===== src/rtl/rsa_seq_pkg.sv =====
// Shared types and constants for the RSA message-word sequencer.
package rsa_seq_pkg;

  localparam int unsigned WORD_W = 16;

  typedef enum logic [1:0] {
    StIdle,
    StLaunch,
    StHold
  } state_e;

  // Occupancy counter must represent 0..depth inclusive.
  function automatic int unsigned cnt_width(int unsigned depth);
    return $clog2(depth + 1);
  endfunction

endpackage


===== src/rtl/rsa_word_sequencer_if.sv =====
// Producer-side input stream and consumer-side result stream of the sequencer.
interface rsa_word_sequencer_if;
  import rsa_seq_pkg::*;

  logic [WORD_W-1:0] in_data;
  logic              in_valid;
  logic              in_ready;
  logic [WORD_W-1:0] out_data;
  logic              out_err;
  logic              out_valid;
  logic              out_ready;

  modport master (
    output in_data, in_valid, out_ready,
    input  in_ready, out_data, out_err, out_valid
  );

  modport slave (
    input  in_data, in_valid, out_ready,
    output in_ready, out_data, out_err, out_valid
  );

endinterface


===== src/rtl/rsa_word_fifo.sv =====
// Synchronous power-of-two FIFO with combinational full/empty/head.
module rsa_word_fifo
  import rsa_seq_pkg::cnt_width;
#(
  parameter int unsigned DEPTH  = 4,
  parameter int unsigned WORD_W = 16
) (
  input  logic              clk,
  input  logic              reset,
  input  logic              push,
  input  logic [WORD_W-1:0] wdata,
  input  logic              pop,
  output logic              full,
  output logic              empty,
  output logic [WORD_W-1:0] head
);

  localparam int unsigned PtrW = $clog2(DEPTH);
  localparam int unsigned CntW = cnt_width(DEPTH);

  logic [WORD_W-1:0] mem [DEPTH];
  logic [PtrW-1:0]   wr_ptr_q, rd_ptr_q;
  logic [CntW-1:0]   count_q;
  logic              do_push, do_pop;

  assign full    = (count_q == CntW'(DEPTH));
  assign empty   = (count_q == '0);
  assign head    = mem[rd_ptr_q];
  assign do_push = push && !full;
  assign do_pop  = pop && !empty;

  always_ff @(posedge clk) begin
    if (do_push) begin
      mem[wr_ptr_q] <= wdata;
    end
  end

  // Pointers wrap naturally because DEPTH is a power of two.
  always_ff @(posedge clk) begin
    if (reset) begin
      wr_ptr_q <= '0;
      rd_ptr_q <= '0;
      count_q  <= '0;
    end else begin
      if (do_push) wr_ptr_q <= wr_ptr_q + 1'b1;
      if (do_pop)  rd_ptr_q <= rd_ptr_q + 1'b1;
      unique case ({do_push, do_pop})
        2'b10:   count_q <= count_q + 1'b1;
        2'b01:   count_q <= count_q - 1'b1;
        default: count_q <= count_q;
      endcase
    end
  end

endmodule


===== src/rtl/rsa_word_sequencer.sv =====
// Feeds buffered message words to the modular exponentiator one at a time,
// rejecting out-of-range words and bounding each launch with a watchdog.
module rsa_word_sequencer
  import rsa_seq_pkg::*;
#(
  parameter int unsigned       DEPTH   = 4,
  parameter logic [WORD_W-1:0] TIMEOUT = 16'hFFFF
) (
  input  logic              clk,
  input  logic              reset,
  rsa_word_sequencer_if.slave strm,
  input  logic [WORD_W-1:0] modulus,
  input  logic              keys_ready,
  output logic [WORD_W-1:0] exp_msg,
  output logic              exp_start,
  input  logic              exp_done,
  input  logic [WORD_W-1:0] exp_result,
  output logic              busy
);

  state_e            state_q;
  logic              armed_q;
  logic [WORD_W-1:0] wdog_q, wdog_inc;
  logic [WORD_W-1:0] out_data_q;
  logic              out_err_q, out_valid_q;

  logic              full, empty;
  logic [WORD_W-1:0] head;
  logic              push, pop, reject, timeout, idle_go, launch_end;

  assign strm.in_ready  = !full && !reset;
  assign strm.out_data  = out_data_q;
  assign strm.out_err   = out_err_q;
  assign strm.out_valid = out_valid_q;

  assign push       = strm.in_valid && strm.in_ready;
  assign reject     = (head >= modulus);
  assign wdog_inc   = (wdog_q == '1) ? wdog_q : wdog_q + 16'd1;
  assign timeout    = (wdog_inc >= TIMEOUT);
  assign idle_go    = (state_q == StIdle) && !empty && keys_ready && armed_q;
  assign launch_end = (state_q == StLaunch) && keys_ready && (exp_done || timeout);
  assign pop        = (idle_go && reject) || launch_end;
  assign busy       = (state_q != StIdle) || !empty;

  rsa_word_fifo #(
    .DEPTH (DEPTH),
    .WORD_W(WORD_W)
  ) u_fifo (
    .clk  (clk),
    .reset(reset),
    .push (push),
    .wdata(strm.in_data),
    .pop  (pop),
    .full (full),
    .empty(empty),
    .head (head)
  );

  always_ff @(posedge clk) begin
    if (reset) begin
      state_q     <= StIdle;
      armed_q     <= 1'b0;
      wdog_q      <= '0;
      exp_msg     <= '0;
      exp_start   <= 1'b0;
      out_data_q  <= '0;
      out_err_q   <= 1'b0;
      out_valid_q <= 1'b0;
    end else begin
      unique case (state_q)
        StIdle: begin
          // Dwell one cycle with a word visible at the head before acting.
          if (!empty && keys_ready) begin
            if (!armed_q) begin
              armed_q <= 1'b1;
            end else begin
              armed_q <= 1'b0;
              if (reject) begin
                out_data_q  <= head;
                out_err_q   <= 1'b1;
                out_valid_q <= 1'b1;
                state_q     <= StHold;
              end else begin
                exp_msg   <= head;
                exp_start <= 1'b1;
                wdog_q    <= '0;
                state_q   <= StLaunch;
              end
            end
          end else begin
            armed_q <= 1'b0;
          end
        end
        StLaunch: begin
          if (!keys_ready) begin
            exp_start <= 1'b0;
            state_q   <= StIdle;
          end else if (exp_done) begin
            exp_start   <= 1'b0;
            out_data_q  <= exp_result;
            out_err_q   <= 1'b0;
            out_valid_q <= 1'b1;
            state_q     <= StHold;
          end else if (timeout) begin
            exp_start   <= 1'b0;
            out_data_q  <= exp_msg;
            out_err_q   <= 1'b1;
            out_valid_q <= 1'b1;
            state_q     <= StHold;
          end else begin
            wdog_q <= wdog_inc;
          end
        end
        StHold: begin
          if (strm.out_ready) begin
            out_valid_q <= 1'b0;
            state_q     <= StIdle;
          end
        end
        default: state_q <= StIdle;
      endcase
    end
  end

endmodule

===== src/flat_wrapper.sv =====
// flat-port wrapper written by rule: the top's interface ports become plain ports
module rsa_word_sequencer_flat import rsa_seq_pkg::*;
#(
  parameter int unsigned       DEPTH   = 4,
  parameter logic [WORD_W-1:0] TIMEOUT = 16'hFFFF
)
  (clk, reset, modulus, keys_ready, exp_msg, exp_start, exp_done, exp_result, busy, strm_in_data, strm_in_valid, strm_out_ready, strm_in_ready, strm_out_data, strm_out_err, strm_out_valid);
  rsa_word_sequencer_if strm_i ();
  input  logic clk;
  input  logic reset;
  input  logic [WORD_W-1:0] modulus;
  input  logic keys_ready;
  output logic [WORD_W-1:0] exp_msg;
  output logic exp_start;
  input  logic exp_done;
  input  logic [WORD_W-1:0] exp_result;
  output logic busy;
  input wire logic [$bits(strm_i.in_data)-1:0] strm_in_data;
  input wire logic [$bits(strm_i.in_valid)-1:0] strm_in_valid;
  input wire logic [$bits(strm_i.out_ready)-1:0] strm_out_ready;
  output wire logic [$bits(strm_i.in_ready)-1:0] strm_in_ready;
  output wire logic [$bits(strm_i.out_data)-1:0] strm_out_data;
  output wire logic [$bits(strm_i.out_err)-1:0] strm_out_err;
  output wire logic [$bits(strm_i.out_valid)-1:0] strm_out_valid;
  assign strm_i.in_data = strm_in_data;
  assign strm_i.in_valid = strm_in_valid;
  assign strm_i.out_ready = strm_out_ready;
  assign strm_in_ready = strm_i.in_ready;
  assign strm_out_data = strm_i.out_data;
  assign strm_out_err = strm_i.out_err;
  assign strm_out_valid = strm_i.out_valid;
  rsa_word_sequencer #(.DEPTH(DEPTH), .TIMEOUT(TIMEOUT)) u_core (.clk(clk), .reset(reset), .strm(strm_i), .modulus(modulus), .keys_ready(keys_ready), .exp_msg(exp_msg), .exp_start(exp_start), .exp_done(exp_done), .exp_result(exp_result), .busy(busy));
endmodule

===== config.mk =====
export PLATFORM = sky130hd
export DESIGN_NAME = rsa_word_sequencer_flat
export DESIGN_NICKNAME = d
export VERILOG_FILES = /design/src/rtl/rsa_seq_pkg.sv /design/src/rtl/rsa_word_sequencer_if.sv /design/src/rtl/rsa_word_fifo.sv /design/src/rtl/rsa_word_sequencer.sv /design/src/flat_wrapper.sv
export SDC_FILE = /design/constraint.sdc
export NUM_CORES = 1
export LEC_CHECK = 0
export ABC_AREA = 1
export BUFFER_PORTS_ARGS = -buffer_cell sky130_fd_sc_hd__buf_2
export CORE_UTILIZATION = 24
export DETAILED_ROUTE_END_ITERATION = 10
export PLACE_DENSITY_LB_ADDON = 0.12
export SLEW_MARGIN = 20
export SYNTH_ARGS = -nofsm -noshare
export SYNTH_HDL_FRONTEND = slang
export SYNTH_SLANG_ARGS = --single-unit

===== constraint.sdc =====
create_clock -name clk -period 9.2 [get_ports clk]
set_input_delay 0.92 -clock clk [delete_from_list [all_inputs] [get_ports clk]]
set_output_delay 0.92 -clock clk [all_outputs]
set_load 0.005 [all_outputs]

======== Yosys cells after proc, flatten, opt, wreduce, memory -nomap -nowiden ========
Memory sizes are Yosys's and may differ from the RTL's. A register that Yosys moved wholly into a read port is not among the register bits.
Cells that the tools add are included.
word-level totals
  register bits after elaboration ......... 61
  bits in writable memories ............... 64
  output and inout bits ................... 37
  memories kept ........................... 1
operators by class
  add/subtract/negate cells ............... 5
  order comparisons ....................... 2
  eq/ne operators ......................... 16
  mux-type cells .......................... 48
  bitwise operators ....................... 1
  reduce and logical (&&, ||, !) cells .... 29
memories
  name               depth  bits a word  read ports  clocked after Yosys merged registers in  write ports  RTL line             RTL
  u_core.u_fifo.mem  4      16           1           1                                        1            rsa_word_fifo.sv:21  logic [WORD_W-1:0] mem [DEPTH];
operators with widths
  kind                                            count
  2-to-1 mux 16 bit                               13
  case mux 16 bit (2 select lines)                2
  2-to-1 mux 1 bit                                19
  2-to-1 mux 2 bit                                9
  adder 16 x 1 -> 16 bit (second input constant)  1
  == test 16 bit (second input constant)          1
  >= comparator 16 bit                            1
  >= comparator 16 bit (second input constant)    1
  AND reduction 7 bit                             2
  != test 2 bit (second input constant)           6
  logical AND 1 bit                               11
  AND reduction 4 bit                             2
  case mux 2 bit (3 select lines)                 1
  case mux 3 bit (2 select lines)                 1
  AND reduction 6 bit                             1
  nonzero test 2 bit                              3
  AND reduction 5 bit                             1
  adder 2 x 1 -> 2 bit (second input constant)    2
  == test 2 x 1 -> 1 bit (second input constant)  2
  == test 2 bit (second input constant)           2
  != test 2 x 1 -> 1 bit (second input constant)  2
  != test 4 x 3 -> 1 bit (second input constant)  1
  case mux 1 bit (2 select lines)                 2
  adder 3 x 1 -> 3 bit (second input constant)    1
  other kinds (10)                                14

======== Logic depth before layout (Yosys ltp) ========
Gate-level depths: netlist (run 1).
  depth in word-level cells ............... 10
  depth in mapped cells ................... 23

======== Cells and area by module ========
A second synthesis (run 1) with hierarchy kept.
second synthesis, totals
  cell total of the unflattened synthesis .. 778
  area, all modules ....................... 6357.3 um2
modules (own cells, without submodules)
  module              instances  cells an instance  area each (um2)  seq. area each (um2)
  rsa_word_sequencer  1          554                3508.4           1081.0
  rsa_word_fifo       1          224                2849.0           2102.0

======== Worst setup path before layout (run 1) ========
OpenSTA, ideal clock, no wires.
  path type ............................... input -> register
  start point ............................. in modulus[15]
  end point ............................... reg u_core.u_fifo.count_q[2]
  arrival ................................. 3.257 ns
  required time ........................... 9.078 ns
  setup slack ............................. 5.821 ns
  cell stages on the path ................. 17
  path buffers ............................ 0
  cells stage by stage .................... inv_1 -> ha_1 -> nand2_1 -> nor4_1 -> nand2_1 -> nand4_1 -> nand2_1 -> clkinv_1 -> nand4_1 -> inv_1 -> ha_1 -> inv_1 -> fa_1 -> a21oi_1 -> o21ai_0 -> o21ai_0 -> a21oi_1
between the ends
  cells in the longest elaborated chain, start to end .. 6
RTL lines
  item                                                                          RTL line                  RTL
  start, declared                                                               flat_wrapper.sv:11        input logic [WORD_W-1:0] modulus;
  >= comparator 16 bit *                                                        rsa_word_sequencer.sv:37  assign reject = (head >= modulus);
  logical AND 1 bit *                                                           rsa_word_sequencer.sv:42  assign pop = (idle_go && reject) || launch_end;
  logical OR 1 bit *                                                            rsa_word_sequencer.sv:42
  logical AND 1 bit *                                                           rsa_word_fifo.sv:30       assign do_pop = pop && !empty;
  via u_core.u_fifo.do_pop                                                      rsa_word_fifo.sv:24       logic do_push, do_pop;
  == test 2 x 1 -> 1 bit / == test 2 bit (equally long branches)                rsa_word_fifo.sv:47       unique case ({do_push, do_pop})
  case mux 3 bit (2 select lines) / nonzero test 2 bit (equally long branches)  n/a
  end signal, assigned                                                          rsa_word_fifo.sv:48       2'b10: count_q <= count_q + 1'b1;
  end signal, assigned                                                          rsa_word_fifo.sv:49       2'b01: count_q <= count_q - 1'b1;
  end signal, assigned                                                          rsa_word_fifo.sv:50       default: count_q <= count_q;
  end, declared                                                                 rsa_word_fifo.sv:23       logic [CntW-1:0] count_q;
The timed path passes the listed nets; every way through them passes the cells marked *.
A chain may end at the register's enable or synchronous reset.

==> results of run 1 <==
[Yosys cell counts, types with 2 or more instances]
| cell type | n | area, sq um |
|---|---|---|
| nor3_1 | 2 | 10.01 |
| clkbuf_1 | 22 | 82.58 |
| nand2_2 | 4 | 25.02 |
| o21bai_1 | 5 | 37.54 |
| inv_2 | 2 | 7.510 |
| o22ai_1 | 16 | 100.1 |
| inv_1 | 70 | 262.8 |
| nand2_1 | 144 | 540.5 |
| o21ai_1 | 2 | 10.01 |
| o21ai_0 | 58 | 290.3 |
| ha_1 | 22 | 275.3 |
| buf_8 | 2 | 30.03 |
| xnor2_1 | 2 | 17.52 |
| nor2_4 | 2 | 22.52 |
| buf_2 | 4 | 20.02 |
| nor2_1 | 77 | 289.0 |
| edfxtp_1 | 64 | 1922 |
| nor4_1 | 2 | 12.51 |
| nand4_1 | 22 | 137.6 |
| a21oi_1 | 74 | 370.4 |
| nand3_4 | 3 | 52.55 |
| nor2_2 | 9 | 56.30 |
| dfxtp_1 | 63 | 1261 |
| a211oi_1 | 16 | 120.1 |
| buf_1 | 3 | 11.26 |
| nand3_1 | 29 | 145.1 |
[critical path: stages (launching register included)]
cell	delay [ns]
dfxtp_1	0.29
buf_4	0.22
inv_1	0.67
o21ai_0	0.16
o22ai_1	0.45
ha_1	0.35
a21oi_1	0.14
o21a_1	0.14
nand2_1	0.06
nand2_1	0.07
nand4_1	0.18
nand2_1	0.13
clkinv_1	0.47
nand4_1	0.35
inv_1	0.07
ha_1	0.17
inv_1	0.09
fa_1	0.41
nor2_1	0.10
a21oi_1	0.04
nor2_1	0.08
[how the worst min path moves through the flow]
| stage | startpoint | endpoint | slack (ns) | cells after the start |
|---|---|---|---|---|
| finish | u_core.strm.out_data[2] | u_core.strm.out_data[2] | 0.46 | 2 |
| global route | u_core.strm.out_data[15] | u_core.strm.out_data[15] | 0.48 | 2 |
| CTS | u_core.strm.out_data[2] | u_core.strm.out_data[2] | 0.46 | 2 |
| detailed placement | u_core.strm.out_data[14] | u_core.strm.out_data[14] | 0.45 | 2 |
| global placement | u_core.strm.out_data[4] | u_core.strm.out_data[4] | 0.45 | 2 |
| floorplan | u_core.strm.out_err | u_core.strm.out_err | 0.44 | 2 |
[cells by family (layout without fill, tap and decap cells)]
kind of cell | Yosys count | in the layout | synth area share
AO/OA/AOI/OAI | 175 | 175 | 0.1537
XOR/XNOR | 3 | 3 | 0.004198
adder cells (fa/ha/maj) | 23 | 23 | 0.04717
buffers and inverters | 106 | 203 | 0.06976
flip-flops | 127 | 127 | 0.5085
AND/OR/NAND/NOR | 298 | 298 | 0.2167
[cell type report]
cell class | count | area, sq um | area share
multi-input cells | 499 | 2640 | 0.3475
well taps | 330 | 412.9 | 0.05435
clock inverters | 15 | 151.4 | 0.01993
inverters | 73 | 274.0 | 0.03607
repair buffers | 98 | 510.5 | 0.06719
clock buffers | 17 | 425.4 | 0.05599
flip-flops and latches | 127 | 3183 | 0.4190
[metal layers]
layer / vias to the layer above / share of wire
li1: 2676 / -
met1: 2461 / 0.50
met2: 100 / 0.45
met3: 5 / 0.044
met4: 0 / 0.0056
met5: - / 0
[sequential cells by signal, indices dropped and copies added, names as in the netlist, 2 cells and up, named ones only]
signal                  flops
u_core.exp_msg             16
u_core.state_q              2
u_core.strm.out_data       16
u_core.u_fifo.count_q       3
u_core.u_fifo.mem          64
u_core.u_fifo.rd_ptr_q      2
u_core.u_fifo.wr_ptr_q      2
u_core.wdog_q              16
[through the flow]
step                cell area, sq um  power, uW  hold WS [ns]  std cells  setup slack, ns
finish                          7597       1338        0.4573       1159            4.465
global route                    7597       1391        0.4790       1159            3.967
CTS                             7597       1360        0.4588       1159            4.494
detailed placement              7020      692.4        0.4504       1127            4.501
global placement                7020      692.7        0.4489       1127            4.599
floorplan                       6260      656.0        0.4418        732            5.821
[power by group]
part	leakage (uW)	total (uW)	switching (uW)	internal, uW
registers	0.00109	606	3.15	603
clock network	0.000281	660	279	381
logic	0.00163	71.9	48.5	23.4
==> key figures, run 1 <==
Global route
  – Top Usage Layer GRT: met2
  – Global-route wire length before repair: 29.25 mm
  – Largest net degree at the start of global routing: 57
  – Total grt overflow: 0
  – All-Layer GR Usage: 0.1463
  – GRT met1 Usage: 0.2018
  – GR Layer Usage met2: 0.2290
  – GR Util met3: 0.03047
  – Vias in the first global route: 5130
  – Antenna violations before repair: 0

Status
  – Status: complete, no violations

Timing
  – Worst-Margin Slew: 0.9397 ns
  – Final hold violations: 0
  – Fin crit share: 0.5147
  – Unrepaired setup endpoints after global routing: no
  – Setup_tns: 0 ns
  – Final Max Slew Viols: 0
  – Final setup fails: 0
  – Max Freq: 211.2 MHz
  – Final min period: 4.735 ns
  – Slew Limit Headroom: 0.3728
  – Layout Skew: 0.02301 ns

Worst setup path
  – Setup CP Type: flop to flop
  – Critical path endpoint: u_core.u_fifo.count_q[1]
  – Worst Path Required: 9.55 ns
  – Crit. End Element: flop
  – Worst reg2reg path endpoint: u_core.u_fifo.count_q[1]
  – Reg-to-reg slack, setup: 4.47 ns
  – CP Max Fanout: 33
  – Startpoint Class: flop
  – Worst EP arrival: 5.08 ns
  – Cells on worst reg2reg path: 20

Synthesis
  – Synthesized flop and latch total: 127
  – Post-Syn Nets: 809
  – Async SR Flop Fraction: 0
  – Syn Area/Cell: 8.552 sq um
  – Yosys warns: 0
  – Post-synth EDFFs: 64
  – Synth Cell Area: 6260 sq um
  – Sequential share of the synthesized area: 0.5085
  – Cells after synthesis: 732
  – Unique masters post-synth: 39
  – Synth Flop Type: edfxtp_1

Power
  – VDD IR max: 0.1040 mV
  – Pwr dens: 176.2 nW/um^2
  – LEAKAGE: 0.003001 uW

Hold path
  – Worst hold path class: flop to flop

Cells and area
  – Fin util: 0.2991
  – Share of cells above drive strength 1: 0.1858
  – Layout Nets: 893
  – Area delta synth->final: 21.37%
  – Most frequent cells in the layout: nand2_1, buf_2, nor2_1
  – Commonest non-fill, non-tap cell in the layout: nand2_1
  – Fillers: 2711
  – Ant diodes: 0

CTS
  – Clock slew at reported path FFs: 0.06 ns
  – Clk Latency, worst-skew pair: 0.43 ns
  – H-tree levels: 4
  – Clock Sinks: 127
  – Post-CTS setup buffer count: 0
  – CTS Buffer Depth: 2
  – TritonCTS buffer count: 17
  – Post-CTS resize count: 0
  – CTS tree: built
  – CTS Hold Buffers Added: 0
  – Clk root buf: clkbuf_16

Run
  – Max-cap violations: 0

Floorplanning
  – Die width: 163.5 microns
  – Row count: 58
  – Die H: 163.5 microns
  – Core footprint: 25400 sq um
  – Die ar.: 26730 sq um
  – Io pins: 91
  – Initial core utilization: 0.2465

Drt
  – DRT Pass-1 Iters: 5
  – Post-DR wirelength/cell: 16.13 microns
  – Post-DRT Antenna Nets: 0
  – DRC violations left: 0
  – DR vias/cell: 4.523
  – WL final: 18.69 mm
  – Iteration-0 DRC Markers: 409
  – Via count: 5242

Placement
  – RD Place Congestion: 0.7631
  – Placed wire-length estimate: 13.28 mm
  – # port buffers: 90
Power figures use the tool's default switching activity.
==> run 2: changes to the inputs <==
clock period = 4.8 ns   (was 9.2 ns; I/O delays follow)
==> key figures, run 2 (synthesis gave the netlist of run 1 again) <==
Timing
  – Slew Limit Headroom: 0.3794 (+0.006568)
  – Final min period: 3.986 ns (-0.7486 ns)
  – Final worst slack: 0.8138 ns (-3.651 ns)
  – Worst-Margin Slew: 0.9299 ns (-0.009840 ns)
  – Layout Skew: 0.01254 ns (-0.01047 ns)
  – Final hold violations: 0 (unchanged)
  – Fin Hold WS: 0.2704 ns (-0.1869 ns)
  – Setup_tns: 0 ns (unchanged)
  – Unrepaired setup endpoints after global routing: no
  – Max Freq: 250.9 MHz (+19%)
  – Final Max Slew Viols: 0 (unchanged)
  – Fin crit share: 0.8305 (+0.3158)
  – Final setup fails: 0 (unchanged)

Floorplanning
  – Die H: 163.5 microns (unchanged)
  – Row count: 58 (unchanged)
  – Initial core utilization: 0.2465 (unchanged)
  – Core footprint: 25400 sq um (unchanged)
  – Die ar.: 26730 sq um (unchanged)
  – Io pins: 91 (unchanged)
  – Die width: 163.5 microns (unchanged)

CTS
  – CTS tree: built
  – TritonCTS buffer count: 17 (unchanged)
  – Clock Sinks: 127 (unchanged)
  – Clk root buf: clkbuf_16
  – CTS Hold Buffers Added: 0 (unchanged)
  – Clk Latency, worst-skew pair: 0.42 ns (about the same)
  – Clock slew at reported path FFs: 0.07 ns (about the same)
  – CTS Buffer Depth: 2 (unchanged)
  – H-tree levels: 4 (unchanged)
  – Post-CTS setup buffer count: 0 (unchanged)
  – Post-CTS resize count: 0 (unchanged)

Placement
  – Post-place setup slack: 0.7907 ns (-3.710 ns)
  – # port buffers: 90 (unchanged)
  – RD Place Congestion: 0.8026 (+5.2%)
  – Placed wire-length estimate: 13.07 mm (-1.6%)

Drt
  – Post-DRT Antenna Nets: 0 (unchanged)
  – Iteration-0 DRC Markers: 289 (-29%)
  – Via count: 5236 (-0.11%)
  – DR vias/cell: 4.498 (-0.54%)
  – DRT Pass-1 Iters: 5 (unchanged)
  – WL final: 18.34 mm (-1.9%)
  – Post-DR wirelength/cell: 15.76 microns (-2.3%)
  – DRC violations left: 0 (unchanged)

Cells and area
  – Most frequent cells in the layout: nand2_1, buf_2, nor2_1
  – Ant diodes: 0 (unchanged)
  – Share of cells above drive strength 1: 0.1918 (+0.006081)
  – Largest register by flop count: u_core.u_fifo.mem
  – Area delta synth->final: 22.17%
  – Layout Nets: 898 (+0.56%)
  – Largest register FFs: 64 (unchanged)
  – Fin util: 0.3011 (+0.001971)
  – Commonest non-fill, non-tap cell in the layout: nand2_1
  – Fillers: 2722 (+0.41%)

Status
  – Status: complete, no violations

Worst setup path
  – Startpoint Class: flop
  – Setup CP Type: flop to flop
  – Cells on worst reg2reg path: 20 (unchanged)
  – Worst EP arrival: 4.29 ns (-0.79 ns)
  – CP Max Fanout: 21 (-36%)
  – Critical path endpoint: u_core.u_fifo.count_q[2]
  – Worst-path cell chain: inv_1, buf_4, o21ai_0, o22ai_1, ha_1, nand2_1, nor4_1, nand2_1, nand4_1, nand2_1, clkinv_1, nand4_1, inv_1, ha_1, inv_1, fa_1, a21oi_1, o21ai_0, o21ai_0, a21oi_1
  – CP max stage cell: inv_1
  – Crit-path max cell delay: 0.45 ns (-0.22 ns)
  – Crit. End Element: flop
  – Reg-to-reg slack, setup: 0.81 ns (-3.65 ns)
  – Worst Path Required: 5.10 ns (-4.45 ns)
  – Worst reg2reg path endpoint: u_core.u_fifo.count_q[2]

Global route
  – Global-route wire length before repair: 28.93 mm (-1.1%)
  – Total grt overflow: 0 (unchanged)
  – All-Layer GR Usage: 0.1449 (-0.001350)
  – Vias in the first global route: 5121 (-0.18%)
  – Largest net degree at the start of global routing: 57 (unchanged)
  – Antenna violations before repair: 0 (unchanged)

Power
  – VDD IR max: 0.2024 mV (+95%)
  – LEAKAGE: 0.003034 uW (+1.1%)
  – Pwr dens: 339.9 nW/um^2 (+93%)

Hold path
  – Worst hold path class: input port to flop
  – Hold Crit Start: strm_in_data[5]

Run
  – Max-cap violations: 0 (unchanged)
-- run 2: power by group --
part           internal (uW)  switching [uW]
Clock                    741             558
Sequential              1160            5.64
Combinational           45.7            93.3
Total                   1940             657
-- run 2: critical path: cells and delay by family (launching register included) --
kind	cells	cell delay (ns)
adders and majority gates	3	0.69
AOI/OAI and AO/OA	6	0.92
and+or+nand+nor	6	0.98
buffers and inverters	5	0.96
DFF	1	0.31
-- run 2: final cells by class --
cell class | instances | area [sq um] | share of cell area
Sequential cell | 127 | 3183 | 0.4162
Inverter | 73 | 274.0 | 0.03583
Timing Repair Buffer | 103 | 548.0 | 0.07166
Clock inverter | 15 | 163.9 | 0.02143
Clock buffer | 17 | 425.4 | 0.05563
Multi-Input combinational cell | 499 | 2640 | 0.3452
Tap cell | 330 | 412.9 | 0.05399
-- run 2: layer usage --
metal | vias to the layer above | global-route usage | part of all wire
li1 | 2689 | - | -
met1 | 2429 | 0.2008 | 0.49
met2 | 109 | 0.2250 | 0.45
met3 | 9 | 0.03098 | 0.049
met4 | 0 | 0.04167 | 0.0091
met5 | - | 0 | 0
-- run 2: worst min-delay path by stage --
stage,endpoint,slack [ns],cells past startpoint
final,u_core.u_fifo.mem[3][5],0.27,1
after global routing,u_core.u_fifo.mem[0][3],0.26,1
after CTS,u_core.u_fifo.mem[3][5],0.25,1
after detailed placement,u_core.exp_start,0.46,2
after global placement,u_core.exp_start,0.45,2
after floorplan,u_core.strm.out_err,0.44,2
-- run 2: per-stage QoR --
step	cells	total power (uW)	instance area, sq um
2_1_floorplan	732	1257	6260
3_3_place_gp	1132	1328	7058
3_5_place_dp	1132	1327	7058
4_1_cts	1164	2633	7647
5_1_grt	1164	2698	7647
6_report	1164	2599	7647
